===== src/rtl/cpu_ctrl_pkg.sv =====
// Shared encodings for the control sequencer: opcodes, state codes, IR field
// positions, the control-vector payload and the opcode classification helpers.
package cpu_ctrl_pkg;

    localparam int unsigned OPC_W  = 5;
    localparam int unsigned REG_W  = 4;
    localparam int unsigned DATA_W = 32;
    localparam int unsigned ST_W   = 4;
    localparam int unsigned ALU_W  = 12;
    localparam int unsigned CLS_W  = 3;

    localparam int unsigned OPC_LSB = 27;
    localparam int unsigned RA_LSB  = 23;
    localparam int unsigned RB_LSB  = 19;
    localparam int unsigned RC_LSB  = 15;

    localparam logic [OPC_W-1:0] OP_ADD  = 5'b00011;
    localparam logic [OPC_W-1:0] OP_SUB  = 5'b00100;
    localparam logic [OPC_W-1:0] OP_AND  = 5'b00101;
    localparam logic [OPC_W-1:0] OP_OR   = 5'b00110;
    localparam logic [OPC_W-1:0] OP_SHR  = 5'b00111;
    localparam logic [OPC_W-1:0] OP_SHL  = 5'b01000;
    localparam logic [OPC_W-1:0] OP_ROR  = 5'b01001;
    localparam logic [OPC_W-1:0] OP_ROL  = 5'b01010;
    localparam logic [OPC_W-1:0] OP_MUL  = 5'b01111;
    localparam logic [OPC_W-1:0] OP_DIV  = 5'b10000;
    localparam logic [OPC_W-1:0] OP_NEG  = 5'b10001;
    localparam logic [OPC_W-1:0] OP_NOT  = 5'b10010;
    localparam logic [OPC_W-1:0] OP_MFHI = 5'b10111;
    localparam logic [OPC_W-1:0] OP_MFLO = 5'b11000;
    localparam logic [OPC_W-1:0] OP_NOP  = 5'b11001;
    localparam logic [OPC_W-1:0] OP_HALT = 5'b11010;

    localparam logic [ST_W-1:0] S_IDLE   = 4'd0;
    localparam logic [ST_W-1:0] S_T0     = 4'd1;
    localparam logic [ST_W-1:0] S_T1     = 4'd2;
    localparam logic [ST_W-1:0] S_T2     = 4'd3;
    localparam logic [ST_W-1:0] S_T3     = 4'd4;
    localparam logic [ST_W-1:0] S_T4     = 4'd5;
    localparam logic [ST_W-1:0] S_T5     = 4'd6;
    localparam logic [ST_W-1:0] S_T6     = 4'd7;
    localparam logic [ST_W-1:0] S_HALTED = 4'd8;

    localparam int unsigned ALU_AND = 0;
    localparam int unsigned ALU_OR  = 1;
    localparam int unsigned ALU_ADD = 2;
    localparam int unsigned ALU_SUB = 3;
    localparam int unsigned ALU_MUL = 4;
    localparam int unsigned ALU_DIV = 5;
    localparam int unsigned ALU_SHR = 6;
    localparam int unsigned ALU_SHL = 7;
    localparam int unsigned ALU_ROR = 8;
    localparam int unsigned ALU_ROL = 9;
    localparam int unsigned ALU_NEG = 10;
    localparam int unsigned ALU_NOT = 11;

    localparam logic [CLS_W-1:0] CL_ALU3   = 3'd0;
    localparam logic [CLS_W-1:0] CL_MULDIV = 3'd1;
    localparam logic [CLS_W-1:0] CL_UNARY  = 3'd2;
    localparam logic [CLS_W-1:0] CL_MFHI   = 3'd3;
    localparam logic [CLS_W-1:0] CL_MFLO   = 3'd4;
    localparam logic [CLS_W-1:0] CL_NOP    = 3'd5;
    localparam logic [CLS_W-1:0] CL_HALT   = 3'd6;
    localparam logic [CLS_W-1:0] CL_ILL    = 3'd7;

    typedef struct packed {
        logic             pc_out;
        logic             zhi_out;
        logic             zlo_out;
        logic             mdr_out;
        logic             hi_out;
        logic             lo_out;
        logic             mar_in;
        logic             z_in;
        logic             pc_in;
        logic             mdr_in;
        logic             ir_in;
        logic             y_in;
        logic             hi_in;
        logic             lo_in;
        logic             inc_pc;
        logic             read;
        logic             gra;
        logic             grb;
        logic             grc;
        logic             r_in;
        logic             r_out;
        logic             illegal;
        logic [ALU_W-1:0] alu;
    } ctrl_t;

    function automatic logic [CLS_W-1:0] op_class(input logic [OPC_W-1:0] opc);
        logic [CLS_W-1:0] cls;
        case (opc)
            OP_ADD, OP_SUB, OP_AND, OP_OR,
            OP_SHR, OP_SHL, OP_ROR, OP_ROL: cls = CL_ALU3;
            OP_MUL, OP_DIV:                 cls = CL_MULDIV;
            OP_NEG, OP_NOT:                 cls = CL_UNARY;
            OP_MFHI:                        cls = CL_MFHI;
            OP_MFLO:                        cls = CL_MFLO;
            OP_NOP:                         cls = CL_NOP;
            OP_HALT:                        cls = CL_HALT;
            default:                        cls = CL_ILL;
        endcase
        return cls;
    endfunction

    // Final execute step of each class; everything not listed finishes in T3.
    function automatic logic [ST_W-1:0] last_state(input logic [CLS_W-1:0] cls);
        logic [ST_W-1:0] st;
        case (cls)
            CL_ALU3:   st = S_T5;
            CL_MULDIV: st = S_T6;
            CL_UNARY:  st = S_T4;
            default:   st = S_T3;
        endcase
        return st;
    endfunction

    function automatic logic [ALU_W-1:0] alu_sel(input logic [OPC_W-1:0] opc);
        logic [ALU_W-1:0] sel;
        sel = '0;
        case (opc)
            OP_AND: sel[ALU_AND] = 1'b1;
            OP_OR:  sel[ALU_OR]  = 1'b1;
            OP_ADD: sel[ALU_ADD] = 1'b1;
            OP_SUB: sel[ALU_SUB] = 1'b1;
            OP_MUL: sel[ALU_MUL] = 1'b1;
            OP_DIV: sel[ALU_DIV] = 1'b1;
            OP_SHR: sel[ALU_SHR] = 1'b1;
            OP_SHL: sel[ALU_SHL] = 1'b1;
            OP_ROR: sel[ALU_ROR] = 1'b1;
            OP_ROL: sel[ALU_ROL] = 1'b1;
            OP_NEG: sel[ALU_NEG] = 1'b1;
            OP_NOT: sel[ALU_NOT] = 1'b1;
            default: sel = '0;
        endcase
        return sel;
    endfunction

endpackage


===== src/rtl/ctrl_decode.sv =====
// Combinational map of (state, opcode) to the full datapath control vector.
module ctrl_decode
    import cpu_ctrl_pkg::*;
(
    input  logic [ST_W-1:0]  state_i,
    input  logic [OPC_W-1:0] opc_i,
    output ctrl_t            ctrl_o
);

    logic [CLS_W-1:0] cls_c;
    logic [ALU_W-1:0] alu_c;

    assign cls_c = op_class(opc_i);
    assign alu_c = alu_sel(opc_i);

    always_comb begin
        ctrl_o = '0;
        case (state_i)
            S_T0: begin
                ctrl_o.pc_out = 1'b1;
                ctrl_o.mar_in = 1'b1;
                ctrl_o.inc_pc = 1'b1;
            end
            S_T1: begin
                ctrl_o.read   = 1'b1;
                ctrl_o.mdr_in = 1'b1;
            end
            S_T2: begin
                ctrl_o.mdr_out = 1'b1;
                ctrl_o.ir_in   = 1'b1;
            end
            S_T3: begin
                case (cls_c)
                    CL_ALU3: begin
                        ctrl_o.grb   = 1'b1;
                        ctrl_o.r_out = 1'b1;
                        ctrl_o.y_in  = 1'b1;
                    end
                    CL_MULDIV: begin
                        ctrl_o.gra   = 1'b1;
                        ctrl_o.r_out = 1'b1;
                        ctrl_o.y_in  = 1'b1;
                    end
                    CL_UNARY: begin
                        ctrl_o.grb   = 1'b1;
                        ctrl_o.r_out = 1'b1;
                        ctrl_o.alu   = alu_c;
                        ctrl_o.z_in  = 1'b1;
                    end
                    CL_MFHI: begin
                        ctrl_o.hi_out = 1'b1;
                        ctrl_o.gra    = 1'b1;
                        ctrl_o.r_in   = 1'b1;
                    end
                    CL_MFLO: begin
                        ctrl_o.lo_out = 1'b1;
                        ctrl_o.gra    = 1'b1;
                        ctrl_o.r_in   = 1'b1;
                    end
                    CL_ILL:  ctrl_o.illegal = 1'b1;
                    default: ctrl_o = '0;
                endcase
            end
            S_T4: begin
                case (cls_c)
                    CL_ALU3: begin
                        ctrl_o.grc   = 1'b1;
                        ctrl_o.r_out = 1'b1;
                        ctrl_o.alu   = alu_c;
                        ctrl_o.z_in  = 1'b1;
                    end
                    CL_MULDIV: begin
                        ctrl_o.grb   = 1'b1;
                        ctrl_o.r_out = 1'b1;
                        ctrl_o.alu   = alu_c;
                        ctrl_o.z_in  = 1'b1;
                    end
                    CL_UNARY: begin
                        ctrl_o.zlo_out = 1'b1;
                        ctrl_o.gra     = 1'b1;
                        ctrl_o.r_in    = 1'b1;
                    end
                    default: ctrl_o = '0;
                endcase
            end
            S_T5: begin
                case (cls_c)
                    CL_ALU3: begin
                        ctrl_o.zlo_out = 1'b1;
                        ctrl_o.gra     = 1'b1;
                        ctrl_o.r_in    = 1'b1;
                    end
                    CL_MULDIV: begin
                        ctrl_o.zlo_out = 1'b1;
                        ctrl_o.lo_in   = 1'b1;
                    end
                    default: ctrl_o = '0;
                endcase
            end
            S_T6: begin
                if (cls_c == CL_MULDIV) begin
                    ctrl_o.zhi_out = 1'b1;
                    ctrl_o.hi_in   = 1'b1;
                end
            end
            default: ctrl_o = '0;
        endcase
    end

endmodule


===== src/rtl/control_sequencer.sv =====
// Multi-cycle control unit: fetch T0-T2, opcode-dependent execute T3-T6,
// run/halt handshake and memory-ready stall in the read cycle.
module control_sequencer
    import cpu_ctrl_pkg::*;
(
    input  logic              Clock,
    input  logic              Clear,
    input  logic              Strt,
    input  logic [DATA_W-1:0] IR,
    input  logic              Mem_ready,
    output logic              Run,
    output logic              Illegal,
    output logic              PCout,
    output logic              Zhiout,
    output logic              Zlowout,
    output logic              MDRout,
    output logic              HIout,
    output logic              LOout,
    output logic              MARin,
    output logic              Zin,
    output logic              PCin,
    output logic              MDRin,
    output logic              IRin,
    output logic              Yin,
    output logic              HIin,
    output logic              LOin,
    output logic              IncPC,
    output logic              Read,
    output logic              Gra,
    output logic              Grb,
    output logic              Grc,
    output logic              Rin,
    output logic              Rout,
    output logic              AND,
    output logic              OR,
    output logic              ADD,
    output logic              SUB,
    output logic              MUL,
    output logic              DIV,
    output logic              SHR,
    output logic              SHL,
    output logic              ROR,
    output logic              ROL,
    output logic              NEG,
    output logic              NOT
);

    logic [ST_W-1:0]  state_q, state_d;
    logic             run_q, run_d;
    logic             armed_q;
    logic [OPC_W-1:0] opc_c;
    logic [ST_W-1:0]  last_c;
    logic             start_ok_c;
    logic             ir_unused_c;
    ctrl_t            ctrl_c;

    // Register fields are consumed by the datapath, not by the sequencer.
    assign opc_c       = IR[OPC_LSB +: OPC_W];
    assign ir_unused_c = ^IR[OPC_LSB-1:0];
    assign last_c      = last_state(op_class(opc_c));
    // armed_q blocks a Strt that arrives on the first edge after Clear releases.
    assign start_ok_c  = Strt && armed_q;

    always_ff @(posedge Clock or negedge Clear) begin
        if (!Clear) begin
            state_q <= S_IDLE;
            run_q   <= 1'b0;
            armed_q <= 1'b0;
        end else begin
            state_q <= state_d;
            run_q   <= run_d;
            armed_q <= 1'b1;
        end
    end

    always_comb begin
        state_d = state_q;
        run_d   = run_q;
        case (state_q)
            S_IDLE, S_HALTED: begin
                if (start_ok_c) begin
                    state_d = S_T0;
                    run_d   = 1'b1;
                end
            end
            S_T0: state_d = S_T1;
            S_T1: if (Mem_ready) state_d = S_T2;
            S_T2: state_d = S_T3;
            S_T3, S_T4, S_T5, S_T6: begin
                // >= keeps the sequence bounded if IR changes mid-execute.
                if (state_q >= last_c) begin
                    if (opc_c == OP_HALT) begin
                        state_d = S_HALTED;
                        run_d   = 1'b0;
                    end else begin
                        state_d = S_T0;
                    end
                end else begin
                    state_d = state_q + ST_W'(1);
                end
            end
            default: begin
                state_d = S_IDLE;
                run_d   = 1'b0;
            end
        endcase
    end

    ctrl_decode u_decode (
        .state_i (state_q),
        .opc_i   (opc_c),
        .ctrl_o  (ctrl_c)
    );

    assign Run     = run_q;
    assign Illegal = ctrl_c.illegal;
    assign PCout   = ctrl_c.pc_out;
    assign Zhiout  = ctrl_c.zhi_out;
    assign Zlowout = ctrl_c.zlo_out;
    assign MDRout  = ctrl_c.mdr_out;
    assign HIout   = ctrl_c.hi_out;
    assign LOout   = ctrl_c.lo_out;
    assign MARin   = ctrl_c.mar_in;
    assign Zin     = ctrl_c.z_in;
    assign PCin    = ctrl_c.pc_in;
    assign MDRin   = ctrl_c.mdr_in;
    assign IRin    = ctrl_c.ir_in;
    assign Yin     = ctrl_c.y_in;
    assign HIin    = ctrl_c.hi_in;
    assign LOin    = ctrl_c.lo_in;
    assign IncPC   = ctrl_c.inc_pc;
    assign Read    = ctrl_c.read;
    assign Gra     = ctrl_c.gra;
    assign Grb     = ctrl_c.grb;
    assign Grc     = ctrl_c.grc;
    assign Rin     = ctrl_c.r_in;
    assign Rout    = ctrl_c.r_out;
    assign AND     = ctrl_c.alu[ALU_AND];
    assign OR      = ctrl_c.alu[ALU_OR];
    assign ADD     = ctrl_c.alu[ALU_ADD];
    assign SUB     = ctrl_c.alu[ALU_SUB];
    assign MUL     = ctrl_c.alu[ALU_MUL];
    assign DIV     = ctrl_c.alu[ALU_DIV];
    assign SHR     = ctrl_c.alu[ALU_SHR];
    assign SHL     = ctrl_c.alu[ALU_SHL];
    assign ROR     = ctrl_c.alu[ALU_ROR];
    assign ROL     = ctrl_c.alu[ALU_ROL];
    assign NEG     = ctrl_c.alu[ALU_NEG];
    assign NOT     = ctrl_c.alu[ALU_NOT];

    // Single bus: one driver and one register-field select at a time.
    a_bus_excl: assert property (@(posedge Clock) disable iff (!Clear)
        $onehot0({PCout, Zhiout, Zlowout, MDRout, HIout, LOout, Rout}) &&
        $onehot0({Gra, Grb, Grc}));

    a_alu_sel: assert property (@(posedge Clock) disable iff (!Clear)
        (Zin ? $onehot(ctrl_c.alu) : (ctrl_c.alu == '0)));

endmodule


===== config.mk =====
export PLATFORM = sky130hd
export DESIGN_NAME = control_sequencer
export DESIGN_NICKNAME = d
export VERILOG_FILES = /design/src/rtl/cpu_ctrl_pkg.sv /design/src/rtl/ctrl_decode.sv /design/src/rtl/control_sequencer.sv
export SDC_FILE = /design/constraint.sdc
export NUM_CORES = 1
export LEC_CHECK = 0
export BUFFER_PORTS_ARGS = -buffer_cell sky130_fd_sc_hd__buf_2
export CAP_MARGIN = 20
export CORE_UTILIZATION = 43
export DETAILED_ROUTE_END_ITERATION = 16
export PLACE_DENSITY = 0.85
export SLEW_MARGIN = 40
export SYNTH_ARGS = -nofsm -noshare
export SYNTH_HDL_FRONTEND = slang
export SYNTH_SLANG_ARGS = --single-unit

===== constraint.sdc =====
create_clock -name Clock -period 2.6 [get_ports Clock]
set_input_delay 0.13 -clock Clock [delete_from_list [all_inputs] [get_ports Clock]]
set_output_delay 0.13 -clock Clock [all_outputs]
set_load 0.05 [all_outputs]

==> results.json, run 1 <==
{
  "outcome": "finished clean",
  "syn-num-nets": 201,
  "die_w_um": 53.5,
  "cp-start-kind": "input port",
  "syn_area_um2": 1140,
  "path_max_fanout": 5,
  "fin_crit_sh_pct": 89.3,
  "drive_above_1_share_pct": 37.8,
  "hold_violations": 0,
  "worstPathRequired_ps": 2750,
  "peakVddDrop_v": 0.000552,
  "hpwl_mm": 2.22,
  "htree_levels": 1,
  "slowest_stage": "o2111ai_1",
  "synth-edff-count": 0,
  "p_leak_uw": 0.000705,
  "crit_path_end_kind": "flip-flop",
  "track_usage_pct": 20.5,
  "critPathKind": "input port to flip-flop",
  "grt_pass1_vias": 1032,
  "cts-resized-gates": 0,
  "met2_length_mm": 1.40,
  "rows": 18,
  "hold_class": "input port to async pin",
  "crit_family": "compound AO/OA/AOI/OAI gates",
  "power_density_nw_per_um2": 664,
  "drc": 0,
  "root_buffer": "clkbuf_4",
  "async_flop_share_pct": 100,
  "timing.fmax_mhz": 431,
  "path_cells": "buf_2 > inv_1 > ha_1 > o2111ai_1 > and2_1 > nand2_1 > a21oi_1 > ha_1 > nand2b_1 > a21oi_1 > o21ai_0 > nand2b_1 > a32oi_1",
  "ios": 71,
  "setup_viol": 0,
  "met3_length_um": 98,
  "antenna_found_initial": 0,
  "first_pass_iters": 4,
  "post_cts_buffers": 0,
  "place.port_buffers": 42,
  "syn_avg_cell_area_um2": 7.41,
  "place_area_um2": 1430,
  "drt_iter0_markers": 32,
  "fin_tns_setup_ps": 0,
  "final_cells": 231,
  "fp.dieArea_um2": 2860,
  "timing.final.crit_period_ps": 2320,
  "yosys_register_bits": 6,
  "core-area_um2": 2500,
  "grt_max_degree": 17,
  "max_cap_violations": 0,
  "final_area_um2": 1460,
  "rsz0062_at_grt": "false",
  "wl_per_cell_um": 12.0,
  "clk_pin_slew_ps": 40,
  "crit_arrival_ps": 2470,
  "dieHeight_um": 53.5,
  "cts_buffers": 3,
  "worst_skew_pair.late_latency_ps": 240,
  "top_layer": "met4",
  "postCtsHoldBufs": 1,
  "diodes": 0,
  "ys_types": 48,
  "yosysSeqAreaShare_pct": 13.2,
  "worst-path-buf-inv": 2,
  "dp.cells": 227,
  "start_util_pct": 45.6,
  "syn_to_final_growth_pct": 28.3,
  "routabilityCongestion": 0.880,
  "fin_skew_ps": 1.34,
  "report.final.slew_viol_count": 0,
  "vias_per_cell": 5.50,
  "grt_pass1_wl_mm": 4.31,
  "antenna_left": 0,
  "totalWireLength_mm": 2.77,
  "cpPeakStageDelay_ps": 300,
  "fin_nets": 250,
  "ys_warn_count": 0,
  "cts_tree": "done",
  "synth_cells": 154,
  "gr-total-overflow": 0,
  "num_vias": 1270,
  "clkSinkCount": 6,
  "clockBufferDepth": 2,
  "wl_met1_mm": 1.25,
  "ys.flop_type": "dfrtp_1"
}
==> routing by layer <==
metal  up-vias  global-route usage [%]
li1        642                       -
met1       583                    24.2
met2        43                    37.5
met3         2                    2.01
met4         0                    7.46
met5         -                       0
==> final timing paths <==
kind	start	slack (ps)	cells past startpoint	endpoint
max in group asynchronous	Clear	2220	2	state_q[2]
min reg2reg	Run	600	2	Run
min	Clear	240	2	Run
min in group Clock	Mem_ready	260	4	state_q[0]
max	IR[27]	280	13	state_q[0]
max reg2reg	state_q[0]	540	7	state_q[1]
==> stage by stage <==
stage | utilization (%) | total power (µW) | setup slack, ps | hold slack [ps]
CTS | 58.6 | 973 | 281 | 224
floorplan | - | 747 | 32.4 | -166
global route | 58.6 | 1050 | 104 | 242
detailed placement | 57.3 | 881 | 24.5 | -39.9
finish | 58.6 | 972 | 278 | 237
global placement | 57.3 | 872 | 83.6 | -46.7
==> report_power, final <==
| group | switching, µW | internal (µW) |
|---|---|---|
| Clock | 29.8 | 51.9 |
| Sequential | 26.9 | 119 |
| Combinational | 521 | 223 |
| Total | 578 | 394 |
==> cells in the mapped netlist, drive strengths merged (2+ instances only) <==
cell / instances / area [µm²]
and2: 11 / 68.8
nand2b: 7 / 43.8
o22ai: 2 / 12.5
o31ai: 2 / 20.0
inv: 9 / 33.8
nor2: 11 / 43.8
nor3: 5 / 25.0
a32oi: 2 / 17.5
nand2: 20 / 85.1
nor4: 7 / 65.1
dfrtp: 6 / 150
conb: 2 / 7.51
nand3: 7 / 35.0
buf: 12 / 83.8
o21ai: 5 / 25.0
a221oi: 2 / 35.0
ha: 11 / 138
a21oi: 9 / 45.0
a31oi: 4 / 25.0
==> final cells by class <==
class                      instances  area, µm²
fill                             269       1040
tap                               30       37.5
clock buffer                       3       22.5
timing repair buffer              57        325
sequential                         6        150
inverter                           9       33.8
multi-input combinational        126        895
==> logic make-up (layout without fill, tap and decap cells) <==
logic type | Yosys count | after routing | share of synthesized area (%)
and+or+nand+nor | 75 | 75 | 37.5
buffers and inverters | 22 | 69 | 10.6
AOI/OAI and AO/OA | 36 | 36 | 24.2
xor gates and xnor gates | 1 | 1 | 0.768
muxes | 1 | 1 | 0.987
DFF | 6 | 6 | 13.2
adders and majority gates | 11 | 11 | 12.1
other | 2 | 2 | 0.658
==> registers in the layout (all words and copies together) (netlist names) <==
| signal | count |
|---|---|
| state_q | 4 |
| armed_q | 1 |
| Run | 1 |
==> cell usage in the layout, fill, tap and decap left out, drive strengths merged, types with 2 or more instances in the layout <==
cell    synthesis  final
buf            12     56
nand2          20     20
and2           11     11
ha             11     11
nor2           11     11
inv             9      9
a21oi           9      9
nand2b          7      7
nand3           7      7
nor4            7      7
dfrtp           6      6
nor3            5      5
o21ai           5      5
a31oi           4      4
clkbuf          1      3
o22ai           2      2
a32oi           2      2
conb            2      2
o31ai           2      2
a221oi          2      2
Note: power is estimated with default switching activity, not from simulation.
==> inputs of run 2 (changes only) <==
--- a/config.mk
+++ b/config.mk
@@ -7,9 +7,11 @@
 export LEC_CHECK = 0
 export BUFFER_PORTS_ARGS = -buffer_cell sky130_fd_sc_hd__buf_2
 export CAP_MARGIN = 20
+export CORE_MARGIN = 2
 export CORE_UTILIZATION = 43
 export DETAILED_ROUTE_END_ITERATION = 16
 export PLACE_DENSITY = 0.85
+export RECOVER_POWER = 50
 export SLEW_MARGIN = 40
 export SYNTH_ARGS = -nofsm -noshare
 export SYNTH_HDL_FRONTEND = slang
==> run 2 against run 1 <==
  * Final cell count decreased by 0.87%
  * Highest routed layer unchanged
  * Clock skew grew 5.2 ps
  * Hold slack better by 27 ps
  * Critical path depth fell by 4
  * Largest cell class unchanged
  * Via count is 1.6% lower
==> results.json, run 2 (synthesis gave the netlist of run 1 again) <==
{
  "drc": 0,
  "vias_per_cell": 5.46,
  "totalWireLength_mm": 2.79,
  "num_vias": 1250,
  "crit_family": "compound AO/OA/AOI/OAI gates",
  "report.final.slew_viol_count": 0,
  "timing.fmax_mhz": 432,
  "hpwl_mm": 2.25,
  "multi_input_area_um2": 895,
  "fin_tns_setup_ps": 0,
  "slowest_stage": "a221o_1",
  "htree_levels": 1,
  "worstPathRequired_ps": 2470,
  "cpPeakStageDelay_ps": 340,
  "cp-start-kind": "input port",
  "dp_slack_ps": 66.1,
  "wl_per_cell_um": 12.2,
  "cts_tree": "done",
  "p_leak_uw": 0.000626,
  "drt_iter0_markers": 36,
  "fillers": 243,
  "fin_skew_ps": 6.59,
  "tightestPinTransition_ps": 598,
  "hold_violations": 0,
  "cts_buffers": 3,
  "fin_nets": 248,
  "fin_util_pct": 57.1,
  "largest_reg_flops": 4,
  "hold_class": "input port to flip-flop",
  "dp.cells": 225,
  "relSlewSlack_pct": 60.3,
  "diodes": 0,
  "die_w_um": 55.5,
  "whs_ps": 264,
  "track_usage_pct": 18.3,
  "post_cts_buffers": 0,
  "root_buffer": "clkbuf_4",
  "rows": 18,
  "gr-total-overflow": 0,
  "clockBufferDepth": 2,
  "grt_max_degree": 19,
  "crit_arrival_ps": 2180,
  "timing.final.crit_period_ps": 2310,
  "path_cells": "buf_2 > ha_1 > o22a_2 > a221o_1 > buf_4 > nor2_2 > nand3_1 > nor4b_2 > buf_2",
  "power_density_nw_per_um2": 669,
  "fp.dieArea_um2": 3080,
  "clkSinkCount": 6,
  "final_common_cell": "buf_2",
  "worst-path-buf-inv": 3,
  "largest-register": "state_q",
  "first_pass_iters": 5,
  "dieHeight_um": 55.5,
  "setup_slack_ps": 288,
  "outcome": "finished clean",
  "critPathKind": "input port to output port",
  "rsz0062_at_grt": "false",
  "final_cells": 229,
  "cts-resized-gates": 0,
  "syn_to_final_growth_pct": 25.1,
  "ios": 71,
  "path_max_fanout": 6,
  "clk_pin_slew_ps": 40,
  "worst_skew_pair.late_latency_ps": 240,
  "crit_path_end_kind": "output port",
  "final_cell_mix": "25 x buf_2, 18 x nand2_1, 17 x clkbuf_1",
  "grt_pass1_wl_mm": 4.76,
  "seq_area_um2": 150,
  "antenna_found_initial": 0,
  "drive_above_1_share_pct": 28.6,
  "core-area_um2": 2500,
  "routabilityCongestion": 0.886,
  "grt_pass1_vias": 1153,
  "fin_crit_sh_pct": 88.9,
  "antenna_left": 0,
  "start_util_pct": 45.6,
  "cp_common_cell": "buf_2",
  "setup_viol": 0,
  "max_cap_violations": 0,
  "place.port_buffers": 42,
  "peakVddDrop_v": 0.000559
}
## run 2: cell types whose count changed in the layout (fill, tap and decap cells not counted), sizes merged
cell and change:
clkbuf +17, buf -19
## run 2: cell type report
type | instances | share of cell area (%)
Multi-Input combinational cell | 126 | 62.7
Sequential cell | 6 | 10.5
Clock buffer | 3 | 1.58
Timing Repair Buffer | 55 | 20.2
Inverter | 9 | 2.37
Tap cell | 30 | 2.63
## run 2: metrics by stage
stage / power (µW) / instance area, µm²
after floorplan: 747 / 1170
after global placement: 869 / 1420
after detailed placement: 882 / 1420
after CTS: 975 / 1450
after global routing: 1040 / 1430
final: 955 / 1430
## run 2: worst register-to-register path, cell delays in order (launching register included)
cell,delay [ps]
dfrtp_1,430
inv_1,110
ha_1,330
nor4_1,390
nor2_1,80
mux2_2,260
o21ai_0,120
o21ai_0,150
## run 2: worst paths after layout
check | slack [ps] | endpoint | start | depth (start not counted)
worst min register to register | 570 | Run | Run | 2
worst max register to register | 580 | state_q[1] | state_q[1] | 7
worst max-delay path | 290 | ROR | IR[27] | 9
min in group asynchronous | 290 | Run | Clear | 2
worst min-delay path | 260 | state_q[2] | Mem_ready | 3
max in group asynchronous | 2070 | state_q[1] | Clear | 2
## run 2: what timing repair did
action                                  in CTS  in global routing
endpoints found under the setup margin       0                  0
hold buffers                                 1                  0
endpoints found under the hold margin        6                  0
## run 2: report_power, final
group          switching, µW  leakage, µW  total, µW  internal [µW]
registers               25.3    0.0000778        144            119
clock network           32.5    0.0000138       84.7           52.1
logic                    518     0.000535        726            208
total                    576     0.000626        955            379
## run 2: routing by layer
| layer | part of all wire, % | vias up | track usage [%] | wire, µm |
|---|---|---|---|---|
| li1 | - | 633 | - | - |
| met1 | 44 | 576 | 21.7 | 1240 |
| met2 | 51 | 39 | 34.0 | 1410 |
| met3 | 4.4 | 2 | 1.87 | 123 |
| met4 | 0.50 | 0 | 5.92 | 14 |
| met5 | 0 | - | 0 | 0 |
